--- src/rtl/uart_cmd_pkg.sv ---
// Shared constants, ack state encoding and the case-fold helper for the
// UART command decoder.
package uart_cmd_pkg;

  localparam logic [7:0] ASC_ESC   = 8'h1B;
  localparam logic [7:0] ASC_C     = 8'h43;
  localparam logic [7:0] ASC_G     = 8'h47;
  localparam logic [7:0] ASC_W     = 8'h57;
  localparam logic [7:0] ASC_D     = 8'h44;
  localparam logic [7:0] ASC_M_LC  = 8'h6D;
  localparam logic [7:0] ASC_N_LC  = 8'h6E;
  localparam logic [7:0] ASC_0     = 8'h30;
  localparam logic [7:0] ASC_1     = 8'h31;
  localparam logic [7:0] ASC_2     = 8'h32;
  localparam logic [7:0] ASC_3     = 8'h33;
  localparam logic [7:0] ASC_QMARK = 8'h3F;

  // Width of the button channel index (up to 8 channels).
  localparam int IDX_W = 3;

  typedef enum logic [1:0] {
    ST_IDLE = 2'd0,
    ST_PEND = 2'd1,
    ST_SEND = 2'd2
  } ack_state_t;

  // Map 'a'..'z' onto 'A'..'Z'; every other byte passes through.
  function automatic logic [7:0] to_upper(input logic [7:0] b);
    if (b >= 8'h61 && b <= 8'h7A) return b - 8'h20;
    return b;
  endfunction

endpackage

--- src/rtl/uart_cmd_decoder_if.sv ---
// Byte-level link between uart_rx/uart_tx and the command decoder.
// master: the UART side; slave: the decoder.
interface uart_cmd_decoder_if;
  logic [7:0] rx_data;
  logic       rx_done;
  logic       tx_busy;
  logic       tx_start;
  logic [7:0] tx_data;

  modport master (output rx_data, rx_done, tx_busy, input tx_start, tx_data);
  modport slave  (input rx_data, rx_done, tx_busy, output tx_start, tx_data);
endinterface

--- src/rtl/uart_cmd_pulse.sv ---
// Button pulse stretcher: a load selects one channel and holds it high for
// PULSE_LEN cycles; a new load retargets and restarts the count.
module uart_cmd_pulse
  import uart_cmd_pkg::*;
#(
  parameter int N_BTN     = 5,
  parameter int PULSE_LEN = 1
) (
  input  logic             clk,
  input  logic             rst,
  input  logic             load,
  input  logic [IDX_W-1:0] idx,
  output logic [N_BTN-1:0] pulse
);

  logic [N_BTN-1:0] pulse_q, pulse_d;
  logic [7:0]       cnt_q, cnt_d;

  // Next-state: cnt_q is the number of cycles still to run after this one.
  always_comb begin
    pulse_d = pulse_q;
    cnt_d   = cnt_q;
    if (load) begin
      pulse_d = '0;
      for (int i = 0; i < N_BTN; i++) begin
        if (IDX_W'(i) == idx) pulse_d[i] = 1'b1;
      end
      cnt_d = 8'(PULSE_LEN - 1);
    end else if (pulse_q != '0) begin
      if (cnt_q == 8'd0) pulse_d = '0;
      else               cnt_d   = cnt_q - 8'd1;
    end
  end

  // Pulse and count registers.
  always_ff @(posedge clk) begin
    if (rst) begin
      pulse_q <= '0;
      cnt_q   <= '0;
    end else begin
      pulse_q <= pulse_d;
      cnt_q   <= cnt_d;
    end
  end

  assign pulse = pulse_q;

endmodule

--- src/rtl/uart_cmd_decoder.sv ---
// UART command decoder: turns received bytes into button pulses, switch
// toggles or a clear-all, and optionally echoes an ack byte to uart_tx.
// Optional feature macro: UART_CMD_ACK_EN (builds the ack FSM).
//
// Ack FSM states:
//   state   | meaning
//   ST_IDLE | nothing to acknowledge
//   ST_PEND | ack byte in tx_data, waiting for tx_busy low to start
//   ST_SEND | tx_start issued, tx_data held until uart_tx is free again
module uart_cmd_decoder
  import uart_cmd_pkg::*;
#(
  parameter int                  N_BTN     = 5,
  parameter int                  N_SW      = 5,
  parameter logic [8*N_BTN-1:0]  BTN_CODES = 40'h44_57_47_43_1B,
  parameter logic [8*N_SW-1:0]   SW_CODES  = 40'h33_32_31_6E_6D,
  parameter logic [7:0]          CLR_CODE  = 8'h30,
  parameter logic [N_SW-1:0]     SW_INIT   = '0,
  parameter int                  PULSE_LEN = 1,
  parameter int                  CASE_FOLD = 0
) (
  input  logic                 clk,
  input  logic                 rst,
  uart_cmd_decoder_if.slave    bus,
  output logic [N_BTN-1:0]     btn_pulse,
  output logic [N_SW-1:0]      sw_out,
  output logic                 cmd_err
);

  function automatic logic [7:0] fold_byte(input logic [7:0] b);
    if (CASE_FOLD != 0) return to_upper(b);
    return b;
  endfunction

  logic [7:0]       key;
  logic             clr_hit;
  logic [N_BTN-1:0] btn_hit;
  logic [N_SW-1:0]  sw_hit;

  assign key     = fold_byte(bus.rx_data);
  assign clr_hit = bus.rx_done && (key == fold_byte(CLR_CODE));

  for (genvar gi = 0; gi < N_BTN; gi++) begin : g_btn_match
    assign btn_hit[gi] = bus.rx_done && (key == fold_byte(BTN_CODES[8*gi +: 8]));
  end

  for (genvar gj = 0; gj < N_SW; gj++) begin : g_sw_match
    assign sw_hit[gj] = bus.rx_done && (key == fold_byte(SW_CODES[8*gj +: 8]));
  end

  logic             btn_any, sw_any, hit_any;
  logic [IDX_W-1:0] btn_idx;
  logic [N_SW-1:0]  sw_tog;
  logic [7:0]       ack_byte;

  // Lowest-index priority within each table (scan downward, last hit wins).
  always_comb begin
    btn_any = 1'b0;
    btn_idx = '0;
    for (int i = N_BTN - 1; i >= 0; i--) begin
      if (btn_hit[i]) begin
        btn_any = 1'b1;
        btn_idx = IDX_W'(i);
      end
    end
    sw_any = 1'b0;
    sw_tog = '0;
    for (int j = N_SW - 1; j >= 0; j--) begin
      if (sw_hit[j]) begin
        sw_any    = 1'b1;
        sw_tog    = '0;
        sw_tog[j] = 1'b1;
      end
    end
  end

  assign hit_any  = clr_hit || btn_any || sw_any;
  assign ack_byte = hit_any ? bus.rx_data : ASC_QMARK;

  logic [N_SW-1:0] sw_q, sw_d;
  logic            err_q, err_d;
  logic            btn_load;

  // Command dispatch: clear beats buttons, buttons beat switches.
  always_comb begin
    sw_d     = sw_q;
    err_d    = 1'b0;
    btn_load = 1'b0;
    if (clr_hit)          sw_d     = SW_INIT;
    else if (btn_any)     btn_load = 1'b1;
    else if (sw_any)      sw_d     = sw_q ^ sw_tog;
    else if (bus.rx_done) err_d    = 1'b1;
  end

  // Switch state and error strobe registers.
  always_ff @(posedge clk) begin
    if (rst) begin
      sw_q  <= SW_INIT;
      err_q <= 1'b0;
    end else begin
      sw_q  <= sw_d;
      err_q <= err_d;
    end
  end

  uart_cmd_pulse #(
    .N_BTN     (N_BTN),
    .PULSE_LEN (PULSE_LEN)
  ) u_pulse (
    .clk   (clk),
    .rst   (rst),
    .load  (btn_load),
    .idx   (btn_idx),
    .pulse (btn_pulse)
  );

  assign sw_out  = sw_q;
  assign cmd_err = err_q;

`ifdef UART_CMD_ACK_EN
  ack_state_t state_q, state_d;
  logic [7:0] tx_data_q, tx_data_d;
  logic [7:0] pend_data_q, pend_data_d;
  logic       pend_q, pend_d;
  logic       tx_start_q, tx_start_d;
  logic [1:0] hold_q, hold_d;

  // Ack FSM next-state; hold_q counts down the minimum SEND residency.
  always_comb begin
    state_d     = state_q;
    tx_data_d   = tx_data_q;
    pend_data_d = pend_data_q;
    pend_d      = pend_q;
    tx_start_d  = 1'b0;
    hold_d      = hold_q;
    case (state_q)
      ST_IDLE: begin
        if (bus.rx_done) begin
          tx_data_d = ack_byte;
          state_d   = ST_PEND;
        end
      end
      ST_PEND: begin
        if (bus.rx_done) tx_data_d = ack_byte;
        if (!bus.tx_busy) begin
          tx_start_d = 1'b1;
          hold_d     = 2'd2;
          state_d    = ST_SEND;
        end
      end
      ST_SEND: begin
        if (hold_q != 2'd0) hold_d = hold_q - 2'd1;
        if (bus.rx_done) begin
          pend_d      = 1'b1;
          pend_data_d = ack_byte;
        end
        if (hold_q == 2'd0 && !bus.tx_busy) begin
          pend_d = 1'b0;
          if (bus.rx_done) begin
            tx_data_d = ack_byte;
            state_d   = ST_PEND;
          end else if (pend_q) begin
            tx_data_d = pend_data_q;
            state_d   = ST_PEND;
          end else begin
            state_d = ST_IDLE;
          end
        end
      end
      default: state_d = ST_IDLE;
    endcase
  end

  // Ack FSM registers.
  always_ff @(posedge clk) begin
    if (rst) begin
      state_q     <= ST_IDLE;
      tx_data_q   <= 8'h00;
      pend_data_q <= 8'h00;
      pend_q      <= 1'b0;
      tx_start_q  <= 1'b0;
      hold_q      <= 2'd0;
    end else begin
      state_q     <= state_d;
      tx_data_q   <= tx_data_d;
      pend_data_q <= pend_data_d;
      pend_q      <= pend_d;
      tx_start_q  <= tx_start_d;
      hold_q      <= hold_d;
    end
  end

  assign bus.tx_start = tx_start_q;
  assign bus.tx_data  = tx_data_q;
`else
  logic unused_tx;
  assign unused_tx    = bus.tx_busy ^ (|ack_byte);
  assign bus.tx_start = 1'b0;
  assign bus.tx_data  = 8'h00;
`endif

endmodule
--- src/flat_wrapper.sv ---
// flat-port wrapper written by rule: the top's interface ports become plain ports
module uart_cmd_decoder_flat import uart_cmd_pkg::*;
#(
  parameter int                  N_BTN     = 5,
  parameter int                  N_SW      = 5,
  parameter logic [8*N_BTN-1:0]  BTN_CODES = 40'h44_57_47_43_1B,
  parameter logic [8*N_SW-1:0]   SW_CODES  = 40'h33_32_31_6E_6D,
  parameter logic [7:0]          CLR_CODE  = 8'h30,
  parameter logic [N_SW-1:0]     SW_INIT   = '0,
  parameter int                  PULSE_LEN = 1,
  parameter int                  CASE_FOLD = 0
)
  (clk, rst, btn_pulse, sw_out, cmd_err, bus_rx_data, bus_rx_done, bus_tx_busy, bus_tx_start, bus_tx_data);
  uart_cmd_decoder_if bus_i ();
  input  logic clk;
  input  logic rst;
  output logic [N_BTN-1:0] btn_pulse;
  output logic [N_SW-1:0] sw_out;
  output logic cmd_err;
  input wire logic [$bits(bus_i.rx_data)-1:0] bus_rx_data;
  input wire logic [$bits(bus_i.rx_done)-1:0] bus_rx_done;
  input wire logic [$bits(bus_i.tx_busy)-1:0] bus_tx_busy;
  output wire logic [$bits(bus_i.tx_start)-1:0] bus_tx_start;
  output wire logic [$bits(bus_i.tx_data)-1:0] bus_tx_data;
  assign bus_i.rx_data = bus_rx_data;
  assign bus_i.rx_done = bus_rx_done;
  assign bus_i.tx_busy = bus_tx_busy;
  assign bus_tx_start = bus_i.tx_start;
  assign bus_tx_data = bus_i.tx_data;
  uart_cmd_decoder #(.N_BTN(N_BTN), .N_SW(N_SW), .BTN_CODES(BTN_CODES), .SW_CODES(SW_CODES), .CLR_CODE(CLR_CODE), .SW_INIT(SW_INIT), .PULSE_LEN(PULSE_LEN), .CASE_FOLD(CASE_FOLD)) u_core (.clk(clk), .rst(rst), .bus(bus_i), .btn_pulse(btn_pulse), .sw_out(sw_out), .cmd_err(cmd_err));
endmodule
--- config.mk ---
export PLATFORM = sky130hd
export DESIGN_NAME = uart_cmd_decoder_flat
export DESIGN_NICKNAME = d
export VERILOG_FILES = /design/src/rtl/uart_cmd_pkg.sv /design/src/rtl/uart_cmd_decoder_if.sv /design/src/rtl/uart_cmd_pulse.sv /design/src/rtl/uart_cmd_decoder.sv /design/src/flat_wrapper.sv
export SDC_FILE = /design/constraint.sdc
export NUM_CORES = 1
export LEC_CHECK = 0
export CAP_MARGIN = 0
export CORE_ASPECT_RATIO = 0.75
export CORE_MARGIN = 1
export CORE_UTILIZATION = 40
export DETAILED_ROUTE_END_ITERATION = 7
export HOLD_SLACK_MARGIN = 0.08
export PLACE_DENSITY = 0.68
export SLEW_MARGIN = 20
export SYNTH_ARGS = -nofsm -noshare
export SYNTH_HDL_FRONTEND = slang
export SYNTH_SLANG_ARGS = --single-unit
--- constraint.sdc ---
create_clock -name clk -period 1.45 [get_ports clk]
set_input_delay 0.145 -clock clk [delete_from_list [all_inputs] [get_ports clk]]
set_output_delay 0.145 -clock clk [all_outputs]
set_load 0.01 [all_outputs]
==> metrics <==
multi-input logic area ~750 sq um; number of buffer and inverter stages on the critical path 0; worst slack on hold paths 384 ps; fin crit period 1390 ps; critical-path cell list nor4_4 -> nand3_4 -> nor2b_4 -> a22o_1; register area between 300 and 400 sq um; Mapped Avg Cell Area between 8 and 9 sq um; pin count of the biggest net entering global routing 12; WP data required 1600 ps; number of antenna-violating nets in the routed design 0; via-per-instance ratio just over 5; core box area 2680 sq um; number of antenna violations at the first check in global routing 0; half-perimeter wire length of the detailed placement result 2120 um; row count 16; Routed Wire Length 2720 um; number of hold-slack violations in the final timing report 0; vias in the first global route 998; Hold WC Path Type primary input to flop; final weighted congestion of routability-driven global placement approximately 0.8; largest incremental delay on the critical path 390 ps; unique cell type count in the Yosys netlist 45; Final Slew Violations 0; fraction of layout cells with a size suffix above 1 22.8%; leakage power summed over all cells 0.000691 uW; count of input and output buffers 21; slowest CP cell nor4_4; starting utilization of the core area 43.3%; wire length of the first global-routing pass 4460 um; CTS Root Cell clkbuf_8; area of the mapped netlist 1160 sq um; predominant post-synthesis flop cell dfxtp_1; first-iteration detailed-routing DRC count 36; Fill cells 232; Setup crit start kind flop; clock transition time at the flip-flop clock pins of the worst setup and hold paths 70 ps; power density relative to cell area 662 nW/um^2; maximum buffer depth of the clock tree 2; number of vias after detailed routing roughly 1000; post-synthesis sequential area ratio 32.7%; data arrival time of the worst path 1540 ps; Final Cycle Share roughly 96%; FF+latch count, synth 19; min setup slack post-route around 56 ps; CTS tree done; area of the die roughly 3100 sq um; Syn Inst Count 133; final global-route overflow total 0; main area contributors after synthesis dfxtp_1 33%, nor2_1 7.1%, buf_4 5.8%; IR Drop Worst-Case VDD 0.000474 V; run status completed; Place WS -385 ps; number of synthesized flops with an enable pin 0; final setup violation count 0; type of element capturing the critical path flop; Final Power 1050 uW; Synthesis Warnings 0; Syn-to-layout area delta 36.9%; Post-CTS Hold Fix Bufs 0; post-synthesis async set-or-reset flop share 0%; post-route clock skew around 6.4 ps; leading area contributor after synthesis dfxtp_1; maximum clock frequency 717 MHz; GRT Resource Usage Total 18.7%; router iterations before antenna repair 4; number of max-capacitance violations reported 0; Max Fanout on Critical Path 8; source-to-sink clock delay at the later pin of the worst-skew pair 260 ps; routed wire length per instance 13.2 um; number of buffers added by the clock tree synthesis step 3; die width 64.2 um; Antenna Diode Count 0; DRC violations left 0; htree depth 1; I/O pins 32; RSZ-0062 raised after global routing true; top-area cell type share of the netlist area 32.7%; total number of clock tree sinks 19; kind of critical path flop to flop; Worst R2R Setup Slack 60 ps; setup TNS after final layout 0 ps; die boundary height 48.7 um; Final #Nets 185; family with the most delay on the worst path simple AND/OR/NAND/NOR gates
==> worst reg2reg max path, delay by kind of cell, from the launching register on <==
kind            cells  cell delay, ps
simple gates        3             710
compound gates      1             230
flops               1             340
==> final cells by class <==
type	instances	share of cell area (%)
sequential	19	23.9
timing repair buffer	39	22.2
clock inverter	1	0.314
clock buffer	3	2.59
tap	36	2.83
multi-input combinational	104	47.0
inverter	5	1.18
==> what timing repair did <==
action                                  in CTS  in global routing
resized for setup                            7                 14
setup buffers                                1                  1
hold endpoints to repair                     0                  0
pin swaps                                    3                  7
endpoints found under the setup margin       6                 18
cloned                                       0                  0
==> Yosys cell counts, types with 2 or more instances <==
| cell type | number |
|---|---|
| nor2_1 | 22 |
| dfxtp_1 | 19 |
| buf_4 | 9 |
| o21ai_0 | 6 |
| a21oi_1 | 5 |
| inv_1 | 5 |
| nor3_1 | 5 |
| xor2_1 | 5 |
| nand2_1 | 4 |
| nand3_1 | 4 |
| nand4_1 | 4 |
| mux2i_1 | 3 |
| nor2b_1 | 3 |
| a22o_1 | 2 |
| and2_1 | 2 |
| and2_4 | 2 |
| buf_6 | 2 |
| nand4b_1 | 2 |
| or4_1 | 2 |
| xnor2_1 | 2 |
==> metrics by stage <==
stage               instance area (sq um)  util [%]  instances
CTS                                  1530      57.0        206
floorplan                            1190         -        141
detailed placement                   1470      54.8        201
global placement                     1470      54.8        201
finish                               1590      59.3        207
global route                         1590      59.3        207
==> cells in the final DEF, fill, tap and decap left out, types with 3 or more instances in the layout <==
master            n
nor2_1           21
clkbuf_8          3
xor2_1            5
dlymetal6s2s_1    5
clkdlybuf4s50_1  12
a21oi_1           4
inv_1             5
nor3_1            5
dfxtp_1          19
dlygate4sd2_1     4
buf_4            18
conb_1            9
nand4_1           4
nand3_1           4
nand2_1           4
o21ai_0           5
nor2b_4           3
==> kinds of logic (layout without fill, tap and decap cells) <==
group                    after synthesis  count (layout)  synth area share (%)
flip-flops                            19              19                  32.7
multiplexers                           3               3                  2.58
AO/OA/AOI/OAI                         21              21                  13.5
AND/OR/NAND/NOR                       63              63                  34.4
other                                  1               9                 0.323
adder cells (fa/ha/maj)                1               1                  1.08
buffers and inverters                 18              48                  10.1
XOR/XNOR                               7               7                  5.27
==> flip-flops by register name, indices dropped and copies added, names as in the netlist <==
register	cells
u_core.cmd_err	1
u_core.sw_out	5
u_core.u_pulse.pulse	5
u_core.u_pulse.cnt_q	8
==> path summary, 6_finish.rpt <==
check                                  startpoint                                   end  cells after the start
max          u_core.u_pulse.cnt_q[2]$_SDFFE_PP0P_  u_core.u_pulse.pulse[1]$_SDFFE_PP0P_                      4
min                                bus_rx_data[1]         u_core.sw_out[1]$_SDFFE_PP0P_                      4
max reg2reg  u_core.u_pulse.cnt_q[2]$_SDFFE_PP0P_  u_core.u_pulse.pulse[1]$_SDFFE_PP0P_                      4
min reg2reg         u_core.sw_out[2]$_SDFFE_PP0P_         u_core.sw_out[2]$_SDFFE_PP0P_                      2
==> per-layer routing <==
| metal | GRT usage, % | part of all wire (%) | vias to the layer above |
|---|---|---|---|
| met5 | 0 | 0 | - |
| met4 | 5.93 | 1.1 | 0 |
| met3 | 4.72 | 3.6 | 4 |
| met2 | 29.5 | 43 | 25 |
| met1 | 25.0 | 52 | 483 |
| li1 | - | - | 529 |
==> power by group <==
| part | switching, uW | leakage, uW | internal, uW | total (uW) |
|---|---|---|---|---|
| logic | 87.3 | 0.000512 | 74.2 | 161 |
| registers | 0.996 | 0.000153 | 524 | 525 |
| clock network | 175 | 0.0000255 | 191 | 367 |
(Power assumes the default switching activity.)
